<file path="src/rtl/cpu_pkg.sv">
// Shared CPU definitions: fetch FSM encoding, NOP/word-size constants and the
// instruction-word field positions used by both fetch and decode.
package cpu_pkg;

    localparam logic [31:0] NOP_INSTR  = 32'h0000_0000;
    localparam int unsigned WORD_BYTES = 4;

    typedef enum logic [1:0] {
        BOOT = 2'd0,
        RUN  = 2'd1,
        HALT = 2'd2
    } fetch_state_t;

    // Instruction-word field positions shared with the decode control unit
    localparam int unsigned COND_MSB   = 31;
    localparam int unsigned COND_LSB   = 28;
    localparam int unsigned OP_MSB     = 27;
    localparam int unsigned OP_LSB     = 26;
    localparam int unsigned FUNCT_MSB  = 25;
    localparam int unsigned FUNCT_LSB  = 20;
    localparam int unsigned RN_MSB     = 19;
    localparam int unsigned RN_LSB     = 16;
    localparam int unsigned RD_MSB     = 15;
    localparam int unsigned RD_LSB     = 12;
    localparam int unsigned IMM24_MSB  = 23;
    localparam int unsigned IMM24_LSB  = 0;

endpackage

</file>
<file path="src/rtl/fetch_stage_pc_reg.sv">
// Program counter: reset load, word-aligned redirect and sequential +4 advance.
module pc_reg
    import cpu_pkg::*;
#(
    parameter logic [31:0] RESET_PC = 32'h0000_0000,
    parameter int unsigned ADDR_W   = 32
) (
    input  logic              clk,
    input  logic              reset,
    input  logic              le,
    input  logic              load_target,
    input  logic [ADDR_W-1:0] target,
    output logic [ADDR_W-1:0] pc
);

    always_ff @(posedge clk) begin
        if (reset) begin
            pc <= RESET_PC[ADDR_W-1:0];
        end else if (load_target) begin
            pc <= {target[ADDR_W-1:2], 2'b00};
        end else if (le) begin
            pc <= pc + ADDR_W'(WORD_BYTES);
        end
    end

endmodule

</file>
<file path="src/rtl/fetch_stage.sv">
// Instruction fetch: PC, IF/ID pipeline register and BOOT/RUN/HALT control.
// Optional perf counters (fetch_count, flush_count) under FETCH_PERF_CNT_EN.
module fetch_stage
    import cpu_pkg::*;
#(
    parameter logic [31:0] RESET_PC = 32'h0000_0000,
    parameter int unsigned ADDR_W   = 32
) (
    input  logic              clk,
    input  logic              reset,
    input  logic              pc_le,
    input  logic              branch_taken,
    input  logic [ADDR_W-1:0] branch_target,
    input  logic              halt_req,
    output logic [ADDR_W-1:0] imem_addr,
    input  logic [31:0]       imem_rdata,
    output logic [31:0]       ifid_instr,
    output logic [ADDR_W-1:0] ifid_pc,
    output logic [ADDR_W-1:0] ifid_link,
    output logic              ifid_valid,
`ifdef FETCH_PERF_CNT_EN
    output logic [31:0]       fetch_count,
    output logic [31:0]       flush_count,
`endif
    output logic [1:0]        fetch_state
);

    fetch_state_t      state, state_next;
    logic              pc_advance, pc_redirect, ifid_load, ifid_bubble;
    logic [ADDR_W-1:0] pc;

    always_ff @(posedge clk) begin
        if (reset) state <= BOOT;
        else       state <= state_next;
    end

    // Priority in RUN: halt, then redirect (overrides stall), then stall, then fetch
    always_comb begin
        state_next  = state;
        pc_advance  = 1'b0;
        pc_redirect = 1'b0;
        ifid_load   = 1'b0;
        ifid_bubble = 1'b0;
        case (state)
            BOOT: state_next = RUN;
            RUN: begin
                if (halt_req) begin
                    state_next  = HALT;
                    ifid_bubble = 1'b1;
                end else if (branch_taken) begin
                    pc_redirect = 1'b1;
                    ifid_bubble = 1'b1;
                end else if (pc_le) begin
                    pc_advance = 1'b1;
                    ifid_load  = 1'b1;
                end
            end
            HALT: state_next = HALT;
            default: state_next = BOOT;
        endcase
    end

    pc_reg #(
        .RESET_PC (RESET_PC),
        .ADDR_W   (ADDR_W)
    ) u_pc_reg (
        .clk         (clk),
        .reset       (reset),
        .le          (pc_advance),
        .load_target (pc_redirect),
        .target      (branch_target),
        .pc          (pc)
    );

    assign imem_addr   = pc;
    assign fetch_state = state;

    // A bubble clears instr/valid only; ifid_pc and ifid_link keep their last values
    always_ff @(posedge clk) begin
        if (reset) begin
            ifid_instr <= NOP_INSTR;
            ifid_pc    <= '0;
            ifid_link  <= '0;
            ifid_valid <= 1'b0;
        end else if (ifid_load) begin
            ifid_instr <= imem_rdata;
            ifid_pc    <= pc;
            ifid_link  <= pc + ADDR_W'(WORD_BYTES);
            ifid_valid <= 1'b1;
        end else if (ifid_bubble) begin
            ifid_instr <= NOP_INSTR;
            ifid_valid <= 1'b0;
        end
    end

`ifdef FETCH_PERF_CNT_EN
    always_ff @(posedge clk) begin
        if (reset) begin
            fetch_count <= '0;
            flush_count <= '0;
        end else begin
            if (ifid_load)   fetch_count <= fetch_count + 32'd1;
            if (pc_redirect) flush_count <= flush_count + 32'd1;
        end
    end
`endif

endmodule
</file>
<file path="config.mk">
export PLATFORM = sky130hd
export DESIGN_NAME = fetch_stage
export DESIGN_NICKNAME = d
export VERILOG_FILES = /design/src/rtl/cpu_pkg.sv /design/src/rtl/fetch_stage_pc_reg.sv /design/src/rtl/fetch_stage.sv
export SDC_FILE = /design/constraint.sdc
export NUM_CORES = 1
export LEC_CHECK = 0
export CAP_MARGIN = 30
export CORE_MARGIN = 4
export CORE_UTILIZATION = 41
export DETAILED_ROUTE_END_ITERATION = 8
export PLACE_DENSITY_LB_ADDON = 0.1
export SYNTH_ARGS = -nofsm -noshare
export SYNTH_HDL_FRONTEND = slang
export SYNTH_HIERARCHICAL = 1
export SYNTH_SLANG_ARGS = --single-unit
export TNS_END_PERCENT = 1
</file>
<file path="constraint.sdc">
create_clock -name clk -period 3.09 [get_ports clk]
set_clock_uncertainty 0.15 [all_clocks]
set_input_delay 0.618 -clock clk [delete_from_list [all_inputs] [get_ports clk]]
set_output_delay 0.618 -clock clk [all_outputs]
set_load 0.01 [all_outputs]
</file>
# Word-level counts from Yosys, hierarchy flattened
# Index checks and enable logic that the tools add are counted.
[totals] memories=0 register_bits=131 mem_bits_ro=0 latchBits=0 output_inout_bits=131 inputBits=69 elab_cells=32 ramBits=0
[op_classes] mul=0 div=0 shift=0 n_lt_le_gt_ge=0 add_sub_neg=1 bitwise_logic=0 n_reduce_logical=4 n_mux=17 eq_ne=3
[ops] op="2-to-1 mux 32 bit" n=4
[ops] op="adder 32 x 3 -> 32 bit, second input constant" n=1
[ops] op="2-to-1 mux 1 bit" n=11
[ops] op="case mux 2 bit (3 select lines)" n=1
[ops] op="nonzero test 2 bit" n=2
[ops] op="equality test 2 x 1 -> 1 bit, second input constant" n=1
[ops] op="equality test 2 bit, second input constant" n=1
[ops] op="zero test 2 bit" n=1
[ops] op="2-to-1 mux 2 bit" n=1
[ops] op="inequality test 2 bit, second input constant" n=1
[ops] op="OR reduction 2 bit" n=1

# Longest topological paths before layout
# Gate-level depths: netlist of run 1.
[depth] ltp_word=6 depth_mapped=12 ltp_nobuf=9

# Modules after synthesis
# The synthesis of run 1 kept the hierarchy.
[by_module_without_submodules] mod="fetch_stage" area_per_inst_um2=3958.8 n_inst=1 cells_per_inst=467 seq_area_each_um2=1941.9
[by_module_without_submodules] mod="pc_reg" area_per_inst_um2=1929.4 n_inst=1 cells_per_inst=251 seq_area_each_um2=600.6

# Least setup slack after synthesis of run 1
# Ideal clock, no wire load.
[synth_timing] path_kind="input to register" start="input port halt_req" end="register u_pc_reg.pc[16]" t_arrival_ns=2.826 setup_time_ns=0.091 path_buffers=3 required_time_ns=2.849 slack_ns=0.023 stages=9 path_cell_list="nand2b_1 -> nand3b_1 -> inv_1 -> clkbuf_1 -> clkbuf_1 -> buf_2 -> nand2_1 -> or4_1 -> a311oi_1"
[synth_between] elab_chain_cells=3 word_cells_on_any_way=6 classes_between="mux: 5; reduce/logical: 1"
[synth_rtl] element="start: declaration" line="fetch_stage.sv:14" source="input logic halt_req,"
[synth_rtl] element="2-to-1 mux 1 bit (2 in a row)"
[synth_rtl] element="named net ifid_load" line="fetch_stage.sv:29" source="logic pc_advance, pc_redirect, ifid_load, ifid_bubble;"
[synth_rtl] element="nonzero test 2 bit (no source line)"
[synth_rtl] element="end signal: assignment" line="fetch_stage_pc_reg.sv:18" source="pc <= RESET_PC[ADDR_W-1:0];"
[synth_rtl] element="end signal: assignment" line="fetch_stage_pc_reg.sv:20" source="pc <= {target[ADDR_W-1:2], 2'b00};"
[synth_rtl] element="end signal: assignment" line="fetch_stage_pc_reg.sv:22" source="pc <= pc + ADDR_W'(WORD_BYTES);"
[synth_rtl] element="end: declaration" line="fetch_stage_pc_reg.sv:13" source="output logic [ADDR_W-1:0] pc"
# The timed path passes the listed nets, and every way through them passes these cells.
# A chain may end at the register's enable or synchronous reset.

# Final worst setup path of run 1
[layout_timing] start="input port halt_req" end="register u_pc_reg.pc[29]"
[layout_between] elab_chain_cells=3 word_cells_on_any_way=6 classes_between="mux: 5; reduce/logical: 1"
[layout_rtl] element="2-to-1 mux 1 bit" line="fetch_stage.sv:47" source="if (halt_req) begin"
[layout_rtl] element="2-to-1 mux 1 bit" line="fetch_stage.sv:44" source="case (state)"
[layout_rtl] element="2-to-1 mux 32 bit / nonzero test 2 bit (equally long branches)"
# Several ways; a longest one is shown, not always the timed one.

==> run_results.csv, run 1 <==
group,metric,value,unit
status,status,"finished, final reports clean",
pwr,peakVddDrop,369,uV
finish,largestRegisters,"ifid_instr (32), ifid_pc (32)",
floorplan,rows,43,
worst_setup_path,startpoint_type,"input port",
drt,ant_nets,0,
sta,fin_crit,2.69,ns
floorplan,dieArea,0.0163,mm2
pwr,comb_power_share,19.7,%
clock_network,cts_htree_levels,4,
sta,maxSlewHeadroom,54.0,%
worst_setup_path,reg2reg_slack,0.51,ns
yosys,yosys_register_bits,127,
drt,drc_errors,0,
drt,viasPerCell,5.67,
sta,hold_violations,0,
clock_network,postCtsSetupBuffers,0,
floorplan,core,0.0140,mm2
clock_network,clk_latency,0.42,ns
sta,slew_viol_final,0,
clock_network,clockBufferDepth,2,
worst_setup_path,cp_data_arrival_time,2.82,ns
worst_setup_path,ff2ff_path_depth,4,
grt,grt_pass1_vias,6008,
pwr,p_int,3620,uW
pwr,p_per_area,573,mW/mm2
pwr,clock_power_share,41.9,%
pwr,total_leakage_power,0.00292,uW
sta,fmax,371,MHz
drt,first_iter_violations,541,
pwr,switching_power,1390,uW
yosys,synthFlopType,"dfxtp_1",
drt,wirelength,19.0,mm
yosys,netlist_area,0.00589,mm2
clock_network,clkTransAtPathRegs,0.06,ns
min_path,min-delay-path-class,"register to register",
yosys,ys_seq_area_share,43.2,%
yosys,syn_avg_cell_area,8.20,um2
placement,place_congestion,0.843,
finish,drive_above_1_share,9.31,%
floorplan,num_io_pins,200,
sta,worst_slew_pin_slew,0.683,ns
drt,routedWlPerCell,17.2,um
finish,post-route-util,62.5,%
clock_network,holdBufCountCts,0,
clock_network,cts_buffers,17,
finish,diodes,0,
clock_network,cts.repair.resized,0,
worst_setup_path,cp-startpoint,"halt_req",
run,cap_violations,0,
floorplan,initial_utilization,42.1,%
floorplan,dieWidth,128,um
grt,grt_pass1_wl,30.1,mm
sta,fin_crit_sh,87.1,%
pwr,p_sw_share,27.8,%
min_path,holdPathStages,2,
clock_network,clock-root-buffer,"clkbuf_16",
grt,grt_max_degree,120,
worst_setup_path,reg2reg_to,"u_pc_reg/pc[23]$_SDFFE_PP0P_",
finish,syn_to_final_growth,48.5,%
min_path,hold_start,"ifid_pc[14]$_SDFFE_PP0P_",
sta,setup_viol,0,
yosys,syn-instance-count,718,
worst_setup_path,path_class,"input port to register",
yosys,synthArstFlopShare,0,%
sta,rsz0062_at_grt,"false",
yosys,yosysWarningCount,6,
pwr,seqPwrFrac,38.4,%
yosys,synth_edf_count,0,
clock_network,cts_tree,"done",
sta,hold_ws,0.302,ns
finish,nets,984,
drt,vias,6262,
worst_setup_path,r2r_start,"u_pc_reg/pc[10]$_SDFFE_PP0P_",
worst_setup_path,worstPathRequired,3.22,ns
placement,dp_hpwl,13.3,mm
grt,grt_usage,22.6,%
clock_network,cts.sinks,127,
drt,first_pass_iters,5,
worst_setup_path,cp-end-kind,"register",
placement,port_buffers,195,
floorplan,dieHeight,128,um
grt,grt-ovfl-total,0,
sta,tns,0,ns
grt,antenna_found_initial,0,
yosys,yosys.cell_types.count,58,
min_path,holdPathEnd,"ifid_pc[14]$_SDFFE_PP0P_",
worst_setup_path,crit_fanout,5,
==> Yosys cell counts, types with 3 or more instances <==
cell	n	share of area (%)
a2111oi_0	3	0.45
a211oi_1	28	3.6
a21oi_1	47	4.0
a22oi_1	32	4.1
a311oi_1	16	2.4
a31oi_1	4	0.42
and2_1	3	0.32
and3_1	11	1.2
and4_1	4	0.59
buf_1	9	0.57
buf_2	3	0.25
buf_4	5	0.64
clkbuf_1	37	2.4
dfxtp_1	127	43
ha_1	4	0.85
inv_1	12	0.76
mux2i_1	3	0.51
nand2_1	94	6.0
nand3_1	19	1.6
nand4_1	28	3.0
nor2_1	89	5.7
nor2b_1	3	0.32
nor3_1	9	0.76
nor3b_1	9	1.1
nor4_1	18	1.9
o211ai_1	3	0.38
o21ai_0	11	0.93
o21bai_1	3	0.38
o31ai_1	8	1.0
or2_2	3	0.32
or3_1	7	0.74
or3_2	3	0.38
or4_1	10	1.3
xnor2_1	14	2.1
xor2_1	10	1.5
==> metal layers <==
layer	GRT usage, %	vias to the layer above	part of all wire [%]
li1	-	3006	-
met1	29.7	2961	44
met2	36.1	261	47
met3	4.54	34	6.7
met4	9.80	0	2.4
met5	0	-	0
==> stage by stage <==
step | cell area, um2 | std cells | total power, uW | setup slack, ns
after floorplan | 5890 | 719 | 2380 | 0.0227
after global placement | 8120 | 1072 | 2900 | 0.0987
after detailed placement | 8120 | 1072 | 2930 | 0.0824
after CTS | 8740 | 1104 | 5030 | 0.460
after global routing | 8740 | 1104 | 5210 | 0.229
final | 8740 | 1104 | 5010 | 0.397
==> cell families after synthesis <==
logic type / count (synthesis) / synth area share, %
simple gates: 329 / 28.3
fa+ha+maj: 4 / 0.850
buf+inv: 68 / 4.84
xor+xnor: 24 / 3.57
other cells: 1 / 0.0637
mux: 3 / 0.510
compound gates: 162 / 18.6
flops: 127 / 43.2
==> worst max path at each step <==
stage | endpoint | slack [ns] | cells after the start
final | u_pc_reg/pc[29]$_SDFFE_PP0P_ | 0.40 | 8
after global routing | u_pc_reg/pc[21]$_SDFFE_PP0P_ | 0.23 | 8
after detailed placement | u_pc_reg/pc[17]$_SDFFE_PP0P_ | 0.08 | 8
after floorplan | u_pc_reg/pc[16]$_SDFFE_PP0P_ | 0.02 | 9
after global placement | u_pc_reg/pc[17]$_SDFFE_PP0P_ | 0.1 | 8
after CTS | imem_addr[18] | 0.46 | 2
==> power by group through the flow <==
| stage | logic, uW | registers, uW | clock network [uW] |
|---|---|---|---|
| 6_report | 985 | 1920 | 2100 |
| 2_1_floorplan | 393 | 1990 | 0 |
| 3_3_place_gp | 960 | 1950 | 0 |
| 3_5_place_dp | 981 | 1950 | 0 |
| 5_1_grt | 1070 | 1940 | 2210 |
| 4_1_cts | 986 | 1920 | 2130 |
==> critical path, stage by stage <==
cell,delay [ns]
clkdlybuf4s50_1,0.45
nand2b_1,0.17
nand3b_1,0.26
inv_4,0.15
nand3_1,0.15
nor4_1,0.49
a211oi_1,0.13
a2111oi_0,0.39
==> cell usage in the layout, fill, tap and decap left out, types with 7 or more instances in the layout <==
cell,Yosys,layout
a22oi_1,32,32
xnor2_1,14,14
a21oi_1,47,47
buf_4,5,32
a211oi_1,28,28
nor4_1,18,18
clkdlybuf4s50_1,0,194
nor3b_1,9,9
nand2_1,94,94
or4_1,10,10
o21ai_0,11,11
or3_1,7,7
nand3_1,19,19
nand4_1,28,28
nor2_1,89,88
and3_1,11,11
nor3_1,9,9
clkbuf_16,0,17
inv_1,12,11
a311oi_1,16,16
xor2_1,10,10
o31ai_1,8,7
dfxtp_1,127,127
==> final cells by class <==
cell class	count	area, um2
tap	180	225
clock buffer	20	457
timing repair buffer	228	2220
fill	1267	5250
clock inverter	12	165
inverter	13	51.3
sequential	127	2540
multi-input combinational	524	3080
Note: power is estimated with default switching activity, not from simulation.
==> inputs of run 2 (changes only) <==
Settings changed: CORE_MARGIN 4 to 2.
==> run 2 against run 1 <==
Non-clock buffer count rose by 2. Core utilization decreased by 0.15 points. Clock power shrank 11%. Final area down 0.63%. Sequential power hardly changed. Die area down 6.2%. Worst hold slack got worse by 0.0016 ns. Global-route usage is 1.8 points higher. Fmax grew 2.0%. Final cell count is the same. Sequential share of layout area increased by 0.18 points. Via count fell by 0.26%. Critical path type unchanged. Highest routed layer unchanged.
==> run_results.csv, run 2 (synthesis results as in run 1) <==
group,metric,value,unit
status,status,"finished, final reports clean",
placement,dp_hpwl,13.5,mm
finish,drive_above_1_share,9.31,%
worst_setup_path,cp-end-kind,"register",
clock_network,clockBufferDepth,2,
sta,fmax,379,MHz
worst_setup_path,cp_cell_sequence,"clkdlybuf4s50_1, nand2b_1, nand3b_1, inv_4, nand3_1, nor3_1, a311oi_1, a2111oi_0",
drt,ant_nets,0,
drt,routedWlPerCell,17.1,um
clock_network,cts_htree_levels,4,
min_path,hold_start,"ifid_pc[5]$_SDFFE_PP0P_",
worst_setup_path,ff2ff_path_depth,5,
finish,diodes,0,
worst_setup_path,cp-startpoint,"halt_req",
drt,drc_errors,0,
placement,dpl-instance-area,0.00812,mm2
worst_setup_path,cp_data_arrival_time,2.77,ns
worst_setup_path,crit_fanout,11,
clock_network,cts.sinks,127,
grt,grt_usage,24.5,%
finish,syn_to_final_growth,47.6,%
placement,pre_cts_ws,0.0997,ns
sta,fin_crit_sh,85.4,%
grt,grt-ovfl-total,0,
drt,first_iter_violations,479,
sta,worst_slack,0.451,ns
clock_network,cts_buffers,17,
sta,worst_slew_pin_slew,0.769,ns
sta,maxSlewHeadroom,48.3,%
clock_network,holdBufCountCts,0,
placement,place_congestion,0.865,
finish,fillers,1230,
sta,fin_crit,2.64,ns
grt,antenna_found_initial,0,
pwr,p_per_area,549,mW/mm2
worst_setup_path,r2r_start,"u_pc_reg/pc[3]$_SDFFE_PP0P_",
floorplan,dieWidth,124,um
min_path,min-delay-path-class,"register to register",
grt,grt_pass1_wl,29.3,mm
sta,setup_viol,0,
grt,grt_max_degree,86,
finish,largestRegisters,"ifid_instr (32), ifid_pc (32)",
min_path,holdPathEnd,"ifid_pc[5]$_SDFFE_PP0P_",
pwr,peakVddDrop,346,uV
placement,post-place-cells,1074,
worst_setup_path,worstPathRequired,3.22,ns
clock_network,cts_tree,"done",
worst_setup_path,crit_slowest_cell,"nor3_1",
pwr,total_leakage_power,0.00290,uW
drt,viasPerCell,5.66,
clock_network,cts.repair.resized,0,
grt,grt_pass1_vias,5803,
finish,nets,986,
sta,slew_viol_final,0,
finish,final_common_cell,"clkdlybuf4s50_1",
worst_setup_path,reg2reg_slack,0.48,ns
clock_network,postCtsSetupBuffers,0,
finish,instances_no_fill,1104,
clock_network,clkTransAtPathRegs,0.05,ns
drt,vias,6246,
floorplan,rows,43,
floorplan,initial_utilization,42.3,%
drt,wirelength,18.8,mm
sta,hold_ws,0.301,ns
run,cap_violations,0,
floorplan,dieHeight,124,um
sta,hold_violations,0,
worst_setup_path,worst_path_largest_cell_delay,0.43,ns
finish,fin_area,0.00869,mm2
worst_setup_path,startpoint_type,"input port",
sta,tns,0,ns
clock_network,clk_latency,0.41,ns
drt,first_pass_iters,5,
floorplan,core,0.0139,mm2
worst_setup_path,reg2reg_to,"ifid_link[30]$_SDFFE_PP0P_",
sta,rsz0062_at_grt,"false",
floorplan,dieArea,0.0153,mm2
floorplan,num_io_pins,200,
min_path,holdPathStages,2,
placement,port_buffers,195,
finish,final_cell_mix,"194 x clkdlybuf4s50_1, 127 x dfxtp_1, 94 x nand2_1, 88 x nor2_1, 47 x a21oi_1",
worst_setup_path,path_class,"input port to register",
clock_network,clock-root-buffer,"clkbuf_16",
==> run 2: changes by cell type in the layout (fill, tap and decap cells not counted), sizes merged <==
cell / change
clkbuf: +6
clkinv: -4
bufinv: -4
buf: +2
==> run 2: layout make-up <==
cell class / instances / area, um2 / share of cell area (%)
Sequential cell: 127 / 2540 / 29.3
Timing Repair Buffer: 230 / 2220 / 25.6
Tap cell: 180 / 225 / 2.59
Clock inverter: 4 / 25.0 / 0.288
Multi-Input combinational cell: 524 / 3080 / 35.5
Inverter: 13 / 51.3 / 0.590
Clock buffer: 26 / 539 / 6.21
==> run 2: power by group <==
part	internal, uW	leakage, uW	switching (uW)	total [uW]
sequential	1750	0.00103	179	1930
clock	1180	0.000276	682	1870
combinational	482	0.00160	492	974
==> run 2: per-stage QoR <==
stage | total power [uW] | utilization (%)
detailed placement | 2930 | 58.3
CTS | 4800 | 62.4
global placement | 2900 | 58.3
floorplan | 2380 | -
finish | 4770 | 62.4
global route | 4970 | 62.4
==> run 2: metal layers <==
metal	up-vias	track usage [%]	wire length, um
met2	256	38.7	8980
met3	29	5.08	1400
li1	3005	-	-
met4	0	9.59	350
met1	2956	32.7	8110
met5	-	0	0
==> run 2: critical path, delay by kind of cell <==
kind | cells | cell delay (ns)
buffers and inverters | 2 | 0.58
AND/OR/NAND/NOR | 4 | 0.98
AO/OA/AOI/OAI | 2 | 0.57
==> run 2: worst max-delay path by stage <==
stage | to | slack (ns) | depth (start not counted)
after floorplan | u_pc_reg/pc[16]$_SDFFE_PP0P_ | 0.02 | 9
after global placement | u_pc_reg/pc[17]$_SDFFE_PP0P_ | 0.16 | 8
after detailed placement | u_pc_reg/pc[21]$_SDFFE_PP0P_ | 0.1 | 8
after CTS | imem_addr[19] | 0.47 | 1
after global routing | u_pc_reg/pc[21]$_SDFFE_PP0P_ | 0.22 | 8
final | u_pc_reg/pc[21]$_SDFFE_PP0P_ | 0.45 | 8
